--- config.mk ---
export PLATFORM = sky130hd
export DESIGN_NAME = sysid_regs
export DESIGN_NICKNAME = d
export VERILOG_FILES = /design/src/rtl/sysid_regs.sv
export SDC_FILE = /design/constraint.sdc
export NUM_CORES = 1
export LEC_CHECK = 0
export ABC_CLOCK_PERIOD_IN_PS = 8800
export CORE_ASPECT_RATIO = 0.9
export CORE_MARGIN = 4
export CORE_UTILIZATION = 54
export DETAILED_ROUTE_END_ITERATION = 10
export PLACE_DENSITY = 0.76
export SLEW_MARGIN = 20
export SYNTH_ARGS = -nofsm -noshare
export SYNTH_HDL_FRONTEND = slang
export SYNTH_SLANG_ARGS = --single-unit
--- constraint.sdc ---
create_clock -name clock -period 8.8 [get_ports clock]
set_input_delay 1.32 -clock clock [delete_from_list [all_inputs] [get_ports clock]]
set_output_delay 1.32 -clock clock [all_outputs]
set_load 0.03 [all_outputs]
--- src/rtl/sysid_regs.sv ---
`default_nettype none
// ============================================================================
//  Module      : sysid_regs
//  Description : Avalon-MM system identification register block. Provides a
//                read-only ID word and build timestamp, a free-running 64-bit
//                cycle counter with a coherent upper-word snapshot, a control
//                register (enable / self-clearing clear) and NUM_SCRATCH
//                general purpose scratch registers.
//  Ports       : clock          - sole clock, rising edge
//                reset          - asynchronous active-high reset
//                address[2:0]   - word address
//                read / write   - single-cycle access strobes
//                writedata[31:0], byteenable[3:0] - write data and lanes
//                readdata[31:0] - registered read data (1-cycle latency)
//                readdatavalid  - one-cycle pulse qualifying readdata
//  Address map : 0 ID, 1 TIMESTAMP, 2 CNT_LO, 3 CNT_HI, 4 CTRL,
//                5.. SCRATCH0..SCRATCH(NUM_SCRATCH-1), others read as zero
//  Revision    : 1.0 - initial release
// ============================================================================
module sysid_regs #(
    parameter logic [31:0] ID_VALUE    = 32'h4FD4_A1E9,
    parameter logic [31:0] TIMESTAMP   = 32'h0000_0000,
    parameter int          NUM_SCRATCH = 2            // legal range 1..3
) (
    input  logic        clock,
    input  logic        reset,
    input  logic [2:0]  address,
    input  logic        read,
    input  logic        write,
    input  logic [31:0] writedata,
    input  logic [3:0]  byteenable,
    output logic [31:0] readdata,
    output logic        readdatavalid
);

    localparam logic [2:0] c_ADDR_ID      = 3'd0;
    localparam logic [2:0] c_ADDR_TSTAMP  = 3'd1;
    localparam logic [2:0] c_ADDR_CNT_LO  = 3'd2;
    localparam logic [2:0] c_ADDR_CNT_HI  = 3'd3;
    localparam logic [2:0] c_ADDR_CTRL    = 3'd4;
    localparam logic [2:0] c_SCRATCH_BASE = 3'd5;

    logic [63:0] r_counter;
    logic [31:0] r_snapshot;
    logic        r_ctrl_en;
    logic [31:0] w_scratch [NUM_SCRATCH];

    // A simultaneous read and write services only the read.
    logic w_wr_en;
    logic w_wr_ctrl;
    logic w_clear;
    logic w_rd_cnt_lo;
    logic [31:0] w_rdata;

    assign w_wr_en     = write & ~read;
    assign w_wr_ctrl   = w_wr_en & (address == c_ADDR_CTRL);
    // Clear is a pulse derived straight from the write; it is never stored,
    // so CTRL[1] always reads back as zero.
    assign w_clear     = w_wr_ctrl & byteenable[0] & writedata[1];
    assign w_rd_cnt_lo = read & (address == c_ADDR_CNT_LO);

    // ------------------------------------------------------------------
    // Control register: only bit 0 (counter enable) has storage.
    // ------------------------------------------------------------------
    always_ff @(posedge clock or posedge reset) begin
        if (reset) begin
            r_ctrl_en <= 1'b1;
        end else if (w_wr_ctrl && byteenable[0]) begin
            r_ctrl_en <= writedata[0];
        end
    end

    // ------------------------------------------------------------------
    // Cycle counter. Clear wins over increment; wraps silently.
    // ------------------------------------------------------------------
    always_ff @(posedge clock or posedge reset) begin
        if (reset) begin
            r_counter <= 64'd0;
        end else if (w_clear) begin
            r_counter <= 64'd0;
        end else if (r_ctrl_en) begin
            r_counter <= r_counter + 64'd1;
        end
    end

    // Upper word is captured when the lower word is read so that a
    // LO-then-HI read pair is coherent across a carry.
    always_ff @(posedge clock or posedge reset) begin
        if (reset) begin
            r_snapshot <= 32'd0;
        end else if (w_rd_cnt_lo) begin
            r_snapshot <= r_counter[63:32];
        end
    end

    // ------------------------------------------------------------------
    // Scratch registers with byte-lane write enables.
    // ------------------------------------------------------------------
    generate
        for (genvar gi = 0; gi < NUM_SCRATCH; gi++) begin : g_scratch
            logic [31:0] r_word;
            logic        w_sel;

            assign w_sel = w_wr_en & (address == (c_SCRATCH_BASE + 3'(gi)));

            always_ff @(posedge clock or posedge reset) begin
                if (reset) begin
                    r_word <= 32'd0;
                end else if (w_sel) begin
                    for (int b = 0; b < 4; b++) begin
                        if (byteenable[b]) begin
                            r_word[8*b +: 8] <= writedata[8*b +: 8];
                        end
                    end
                end
            end

            assign w_scratch[gi] = r_word;
        end
    endgenerate

    // ------------------------------------------------------------------
    // Read mux; unmapped addresses fall through to zero.
    // ------------------------------------------------------------------
    always_comb begin
        w_rdata = 32'd0;
        case (address)
            c_ADDR_ID:     w_rdata = ID_VALUE;
            c_ADDR_TSTAMP: w_rdata = TIMESTAMP;
            c_ADDR_CNT_LO: w_rdata = r_counter[31:0];
            c_ADDR_CNT_HI: w_rdata = r_snapshot;
            c_ADDR_CTRL:   w_rdata = {31'd0, r_ctrl_en};
            default: begin
                for (int i = 0; i < NUM_SCRATCH; i++) begin
                    if (address == (c_SCRATCH_BASE + 3'(i))) begin
                        w_rdata = w_scratch[i];
                    end
                end
            end
        endcase
    end

    // readdata holds its last value between reads.
    always_ff @(posedge clock or posedge reset) begin
        if (reset) begin
            readdata      <= 32'd0;
            readdatavalid <= 1'b0;
        end else begin
            readdatavalid <= read;
            if (read) begin
                readdata <= w_rdata;
            end
        end
    end

endmodule
`default_nettype wire
==> flow_metrics.tcl <==
set metrics [dict create \
    worstPathMaxFanout 66 \
    post-route-min-period_ns 4.07 \
    irDropWorstVdd_uv 141 \
    ys_seq_elements 194 \
    start_util_pct 55.6 \
    hold_path.class "flip-flop to flip-flop" \
    port_buffers 75 \
    antenna_left 0 \
    cts.sinks 194 \
    synth-seq-area-share_pct 53.6 \
    tns_ns 0 \
    via_per_inst 5.92 \
    ctsHoldBuffers 0 \
    grt_pass1_wl_um 35000 \
    place_hpwl_um 15100 \
    drt_iter0_markers 504 \
    diodes 0 \
    grt_overflow 0 \
    core_area_um2 16300 \
    track_usage_pct 24.1 \
    r2r-end "r_counter[63]" \
    dieHeight_um 131 \
    yosys.area_share.xor_xnor_pct 5.41 \
    synth_nets 896 \
    route.detailed.drc 0 \
    power_per_cell_area_nw_per_um2 241 \
    htree_levels 4 \
    ctsRootBufferMaster "clkbuf_16" \
    place_congestion 0.872 \
    dr.pass1.iters 6 \
    grt_max_degree 129 \
    finalSetupViolCount 0 \
    min_from "g_scratch[1].r_word[28]" \
    critPathCaptureType "flip-flop" \
    p_leak_nw 4.34 \
    path_clk_slew_ns 0.07 \
    synth_mux_area_share_pct 14.3 \
    layout.nets 954 \
    synth_area_um2 9060 \
    dr_total_vias 6690 \
    cts_resized 0 \
    rsz0062_at_grt "no" \
    post_drt_wl_per_cell_um 19.4 \
    drive_gt1_share_pct 16.7 \
    yosys_warnings 0 \
    clock_path_buffers 2 \
    reg2reg_depth 6 \
    outcome "finished clean" \
    finalHoldViolCount 0 \
    finClkSkew_ns 0.00992 \
    ys_types 39 \
    clock_latency_ns 0.44 \
    min_path_cells 1 \
    slew_viol_final 0 \
    slew_headroom_pct 29.3 \
    tightest_slew_ns 1.05 \
    ios 76 \
    antenna_found_initial 0 \
    cts_tree "done" \
    syn2layout_area_growth_pct 16.4 \
    postSynthAreaPerCell_um2 10.6 \
    grt_pass1_vias 6501 \
    finalCritPeriodShare_pct 46.2 \
    r2r_slack_ns 5.69 \
    fp-row-count 44 \
    cts_buffers 17 \
    synth_top_family_by_area "simple AND/OR/NAND/NOR gates" \
    worstSetupStartpointType "input port" \
    hold_end "g_scratch[1].r_word[28]" \
    synth_compound_area_share_pct 8.60 \
    synth-simple-area-share_pct 14.9 \
    total_power_mw 2.54 \
    post_cts_buffers 0 \
    synth_fa_ha_area_share_pct 0.138 \
    clock.fmax_mhz 246 \
    arrival_ns 4.36 \
    worstPathRequired_ns 9.09 \
    r2r-start "r_ctrl_en" \
    syn_inst 852 \
    die-area_um2 18900 \
    wl_um 22000 \
    worstSetupPathType "input port to flip-flop" \
    max-cap-violations 0 \
    n_fill_cell 1292 \
    die_w_um 145 \
]
## registers in the layout, summed over array words and instances (netlist names)
signal and cells:
r_snapshot 32, g_scratch.r_word 64, readdatavalid 1, r_counter 64, r_ctrl_en 1, readdata 32
## per-layer routing
| layer | global-route usage [%] | up-vias | wire (um) |
|---|---|---|---|
| met3 | 5.02 | 35 | 1240 |
| li1 | - | 3099 | - |
| met5 | 0 | - | 0 |
| met4 | 8.01 | 0 | 434 |
| met1 | 34.6 | 3342 | 9960 |
| met2 | 37.0 | 214 | 10300 |
## report_power, final
group	leakage, nW	internal, mW	total [mW]	switching [mW]
sequential	2.28	1.09	1.29	0.199
clock	0.266	0.403	0.756	0.353
combinational	1.79	0.247	0.498	0.251
## worst max-delay path, cell delays in order
cell and delay [ns]:
clkdlybuf4s50_1 0.91, nand2b_1 0.40, nor4b_2 0.24, buf_4 0.59
o211ai_1 0.25, nor4_1 0.40, xnor2_1 0.17, nor2_1 0.05
## synth_stat cells
| library cell | number | area (um^2) |
|---|---|---|
| nand3b_1 | 1 | 7.51 |
| buf_4 | 2 | 15.0 |
| nor2_2 | 1 | 6.26 |
| xor2_1 | 21 | 184 |
| nor3_2 | 2 | 20.0 |
| nand4_1 | 27 | 169 |
| or4_4 | 1 | 11.3 |
| buf_2 | 3 | 15.0 |
| o211ai_1 | 16 | 120 |
| nand3_1 | 27 | 135 |
| dfrtp_1 | 193 | 4830 |
| nor3b_1 | 1 | 7.51 |
| clkbuf_1 | 40 | 150 |
| buf_1 | 2 | 7.51 |
| nand2b_1 | 2 | 12.5 |
| a311o_1 | 1 | 10.0 |
| ha_1 | 1 | 12.5 |
| inv_1 | 23 | 86.3 |
| a22o_1 | 15 | 131 |
| xnor2_1 | 35 | 307 |
| and2_1 | 1 | 6.26 |
| nor2_1 | 114 | 428 |
| o21ai_0 | 21 | 105 |
| nand2_1 | 58 | 218 |
| and3_1 | 8 | 50.1 |
| or3_1 | 7 | 43.8 |
| a311oi_1 | 2 | 17.5 |
| and4_1 | 1 | 8.76 |
| nor4_4 | 1 | 21.3 |
| nor4_1 | 11 | 68.8 |
| mux2i_1 | 17 | 170 |
| and3_2 | 1 | 7.51 |
| a22oi_1 | 16 | 120 |
| nor3_1 | 17 | 85.1 |
| dfstp_2 | 1 | 26.3 |
| nor4b_1 | 1 | 8.76 |
| nor2b_1 | 6 | 37.5 |
| mux2_2 | 100 | 1130 |
| a21oi_1 | 55 | 275 |
## how the worst max path moves through the flow
stage,startpoint,to,cells after the start
6_report,address[1],r_counter[25],8
5_1_grt,address[1],r_counter[25],8
4_1_cts,address[1],r_counter[25],8
3_5_place_dp,address[1],r_counter[25],8
3_3_place_gp,address[1],r_counter[25],8
2_1_floorplan,reset,g_scratch[0].r_word[0],1
## layout make-up
cell class,count,area (um^2),area share (%)
timing repair buffer,86,823,7.81
sequential,194,4860,46.0
multi-input combinational,588,3940,37.4
clock buffer,19,443,4.20
tap,207,259,2.46
inverter,23,93.8,0.890
clock inverter,13,130,1.23
## cells in the final DEF, fill, tap and decap left out, drive strengths merged, types with 9 or more instances in the layout
master and instances:
nand4 27, a22o 15, clkdlybuf4s50 73, dfrtp 193, o211ai 16, a21oi 55, and3 9, nor3 19
nor4 12, xnor2 35, xor2 21, nor2 115, mux2 100, a22oi 16, nand3 27, inv 26
nand2 58, buf 13, mux2i 17, o21ai 21, clkbuf 19
## cells by family (layout without fill, tap and decap cells)
kind of cell | Yosys count | count (layout)
AOI/OAI and AO/OA | 126 | 126
xor gates and xnor gates | 56 | 56
adders and majority gates | 1 | 1
buffers and inverters | 70 | 141
DFF | 194 | 194
muxes | 117 | 117
and+or+nand+nor | 288 | 288
## per-stage QoR
step	cell area [um^2]	instances	hold slack, ns	utilization (%)	setup slack, ns
after floorplan	9060	852	0.479	-	2.20
after global placement	9970	1098	0.488	61.2	4.41
after detailed placement	9970	1098	0.494	61.2	4.29
after CTS	10500	1130	0.508	64.7	4.74
after global routing	10500	1130	0.519	64.7	4.41
final	10500	1130	0.507	64.7	4.73
Power figures use the tool's default switching activity.
==> patch, RTL diff (config.mk and constraints unchanged) <==
The parameter `NUM_SCRATCH` goes from 2 to 1.
--- a/src/rtl/sysid_regs.sv
+++ b/src/rtl/sysid_regs.sv
@@ -21,5 +21,5 @@
     parameter logic [31:0] ID_VALUE    = 32'h4FD4_A1E9,
     parameter logic [31:0] TIMESTAMP   = 32'h0000_0000,
-    parameter int          NUM_SCRATCH = 2            // legal range 1..3
+    parameter int          NUM_SCRATCH = 1            // legal range 1..3
 ) (
     input  logic        clock,
Check against the original RTL: not equivalent (Yosys sat finds a counterexample within 4 cycles, from zero or initial values and one cycle with reset high).
==> patch against the unedited design <==
Sequential cell count decreased by 32; count of clock-buffer cells in the layout increased by 3; synthesized cell count decreased by 14%; cell count decreased by 11%; largest power group unchanged; utilization increased by 0.81 points; power decreased by 3.7%; setup slack improved by 650 ps; combinational power increased by 5.2%; maximum frequency increased by 19%; critical endpoint is now r_snapshot[29]; synthesized area decreased by 15%; highest routed layer unchanged; cell area decreased by 13%; critical path depth decreased by 1; routed wire length decreased by 3.9%.
==> patch: results (changes against the unedited design) <==
\begin{tabular}{lr}
\hline
Metric & Value \\
\hline
\multicolumn{2}{l}{\textbf{Layout}} \\
\quad Proportion of layout cells with a drive suffix above 1 & 15.1\% (-1.5 points) \\
\quad Final layout net count & 843 (-12\%) \\
\quad Top register by number of flip-flops & r\_counter \\
\quad Count of antenna diodes in the layout & 0 (unchanged) \\
\quad Fillers & 1081 (-16\%) \\
\multicolumn{2}{l}{\textbf{STA}} \\
\quad Final clock skew & 8.76 ps (-1.16 ps) \\
\quad Max-slew headroom & 33.7\% (+4.5 points) \\
\multicolumn{2}{l}{\textbf{Yosys}} \\
\quad Post-synthesis sequential area ratio & 52.5\% (-1.1 points) \\
\quad Distinct cell type count after synthesis & 51 (+31\%) \\
\quad Syn Nets & 780 (-13\%) \\
\quad Most numerous cell types in the synthesized netlist & 161 x sky130\_fd\_sc\_hd\_\_dfrtp\_1, 92 x sky130\_fd\_sc\_hd\_\_nor2\_1, 64 x sky130\_fd\_sc\_hd\_\_mux2\_2, 58 x sky130\_fd\_sc\_hd\_\_a21oi\_1, 48 x sky130\_fd\_sc\_hd\_\_nand2\_1 \\
\quad Largest cells by area after synthesis & sky130\_fd\_sc\_hd\_\_dfrtp\_1 52\%, sky130\_fd\_sc\_hd\_\_mux2\_2 9.3\%, sky130\_fd\_sc\_hd\_\_nor2\_1 4.5\%, sky130\_fd\_sc\_hd\_\_a21oi\_1 3.8\%, sky130\_fd\_sc\_hd\_\_mux2i\_1 2.5\% \\
\multicolumn{2}{l}{\textbf{Drt}} \\
\quad Pre-antenna DRT Iters & 7 (+1) \\
\quad First-iteration detailed-routing DRC count & 565 (+12\%) \\
\quad Drt via density & 6.29 (+6.2\%) \\
\quad Routed wirelength normalized by instance count & 21.0 um (+8.1\%) \\
\multicolumn{2}{l}{\textbf{Worst setup path}} \\
\quad Register-to-register path setup slack & 5550 ps (-140 ps) \\
\quad Critical path fanouts, max & 32 (-52\%) \\
\quad Delay of the slowest cell on the worst path & 560 ps (-350 ps) \\
\quad Data arrival time of the worst path & 3730 ps (-630 ps) \\
\multicolumn{2}{l}{\textbf{Run status}} \\
\quad Status & finished clean \\
\multicolumn{2}{l}{\textbf{Place}} \\
\quad Estimated wirelength of the detail-placed design & 14200 um (-5.5\%) \\
\quad Post-placement cell area & 8580 um\^{}2 (-14\%) \\
\quad Gpl congestion & 0.944 (+8.3\%) \\
\multicolumn{2}{l}{\textbf{Worst hold path}} \\
\quad Worst Hold Launch & readdata[0] \\
\multicolumn{2}{l}{\textbf{Global routing}} \\
\quad First-pass GRT wire length & 33400 um (-4.8\%) \\
\quad Total routing usage reported by global routing & 26.5\% (+2.4 points) \\
\quad Largest net degree at the start of global routing & 109 (-16\%) \\
\multicolumn{2}{l}{\textbf{Power}} \\
\quad Leakage & 3.54 nW (-18\%) \\
\quad Worst voltage drop across the vdd grid & 0.000217 V (+53\%) \\
\hline
\end{tabular}
==> patch: cell count changes in the layout (fill, tap and decap cells not counted), sizes merged, moves of 11 or more <==
cell    before  now
xnor2       35   11
nor2       115   93
o31ai        0   11
or3          7   21
o211ai      16    2
dfrtp      193  161
a22o        15    0
a31oi        0   16
inv         26    4
mux2       100   64
or4          1   13
==> patch: worst paths after layout <==
path,depth (start not counted),endpoint
setup / recovery,7,r_snapshot[29]
min in group asynchronous,2,readdata[11]
setup reg to reg,5,r_counter[45]
hold reg to reg,1,readdata[0]
max in group asynchronous,3,r_counter[1]
hold / removal,1,readdata[0]
==> patch: where the power goes <==
part / switching, W / internal, W
clock: 0.000300 / 0.000474
combinational: 0.000284 / 0.000240
sequential: 0.000224 / 0.000925
total: 0.000808 / 0.00164
==> patch: logic make-up (layout without fill, tap and decap cells) <==
family	Yosys count	after routing	share of synthesized area [%]
buffers and inverters	39	115	2.45
multiplexers	83	83	11.8
AO/OA/AOI/OAI	126	126	9.53
XOR/XNOR	31	31	3.52
AND/OR/NAND/NOR	294	294	20.0
adder cells (fa/ha/maj)	1	1	0.162
flip-flops	162	162	52.5
==> patch: through the flow <==
stage          setup WS [ps]  std cells  power (W)  hold WS [ps]  util [%]
2_1_floorplan           3110        736    0.00146           450         -
3_3_place_gp            4670        973    0.00164           462      61.2
3_5_place_dp            4500        973    0.00167           491      61.2
4_1_cts                 4890       1005    0.00244           506      65.5
5_1_grt                 5200       1005    0.00256           516      65.5
6_report                5380       1005    0.00245           506      65.5
==> patch: final cells by class <==
cell class	instances	share of cell area (%)
Inverter	4	0.218
Timing Repair Buffer	79	8.40
Tap cell	193	2.63
Multi-Input combinational cell	535	38.0
Sequential cell	162	44.2
Clock buffer	22	4.84
Clock inverter	10	1.74
==> patch: worst max-delay path, delay by kind of cell <==
family	cells	cell delay, ps
simple gates	3	730
buf+inv	3	1250
mux	1	400
==> patch: routing by layer <==
| metal | share of wire [%] | wire length (um) | global-route usage [%] | vias up |
|---|---|---|---|---|
| met1 | 41 | 8670 | 35.4 | 3171 |
| li1 | - | - | - | 2808 |
| met5 | 0 | 0 | 0 | - |
| met2 | 49 | 10300 | 42.1 | 297 |
| met4 | 3.1 | 656 | 11.3 | 0 |
| met3 | 7.2 | 1510 | 6.05 | 45 |
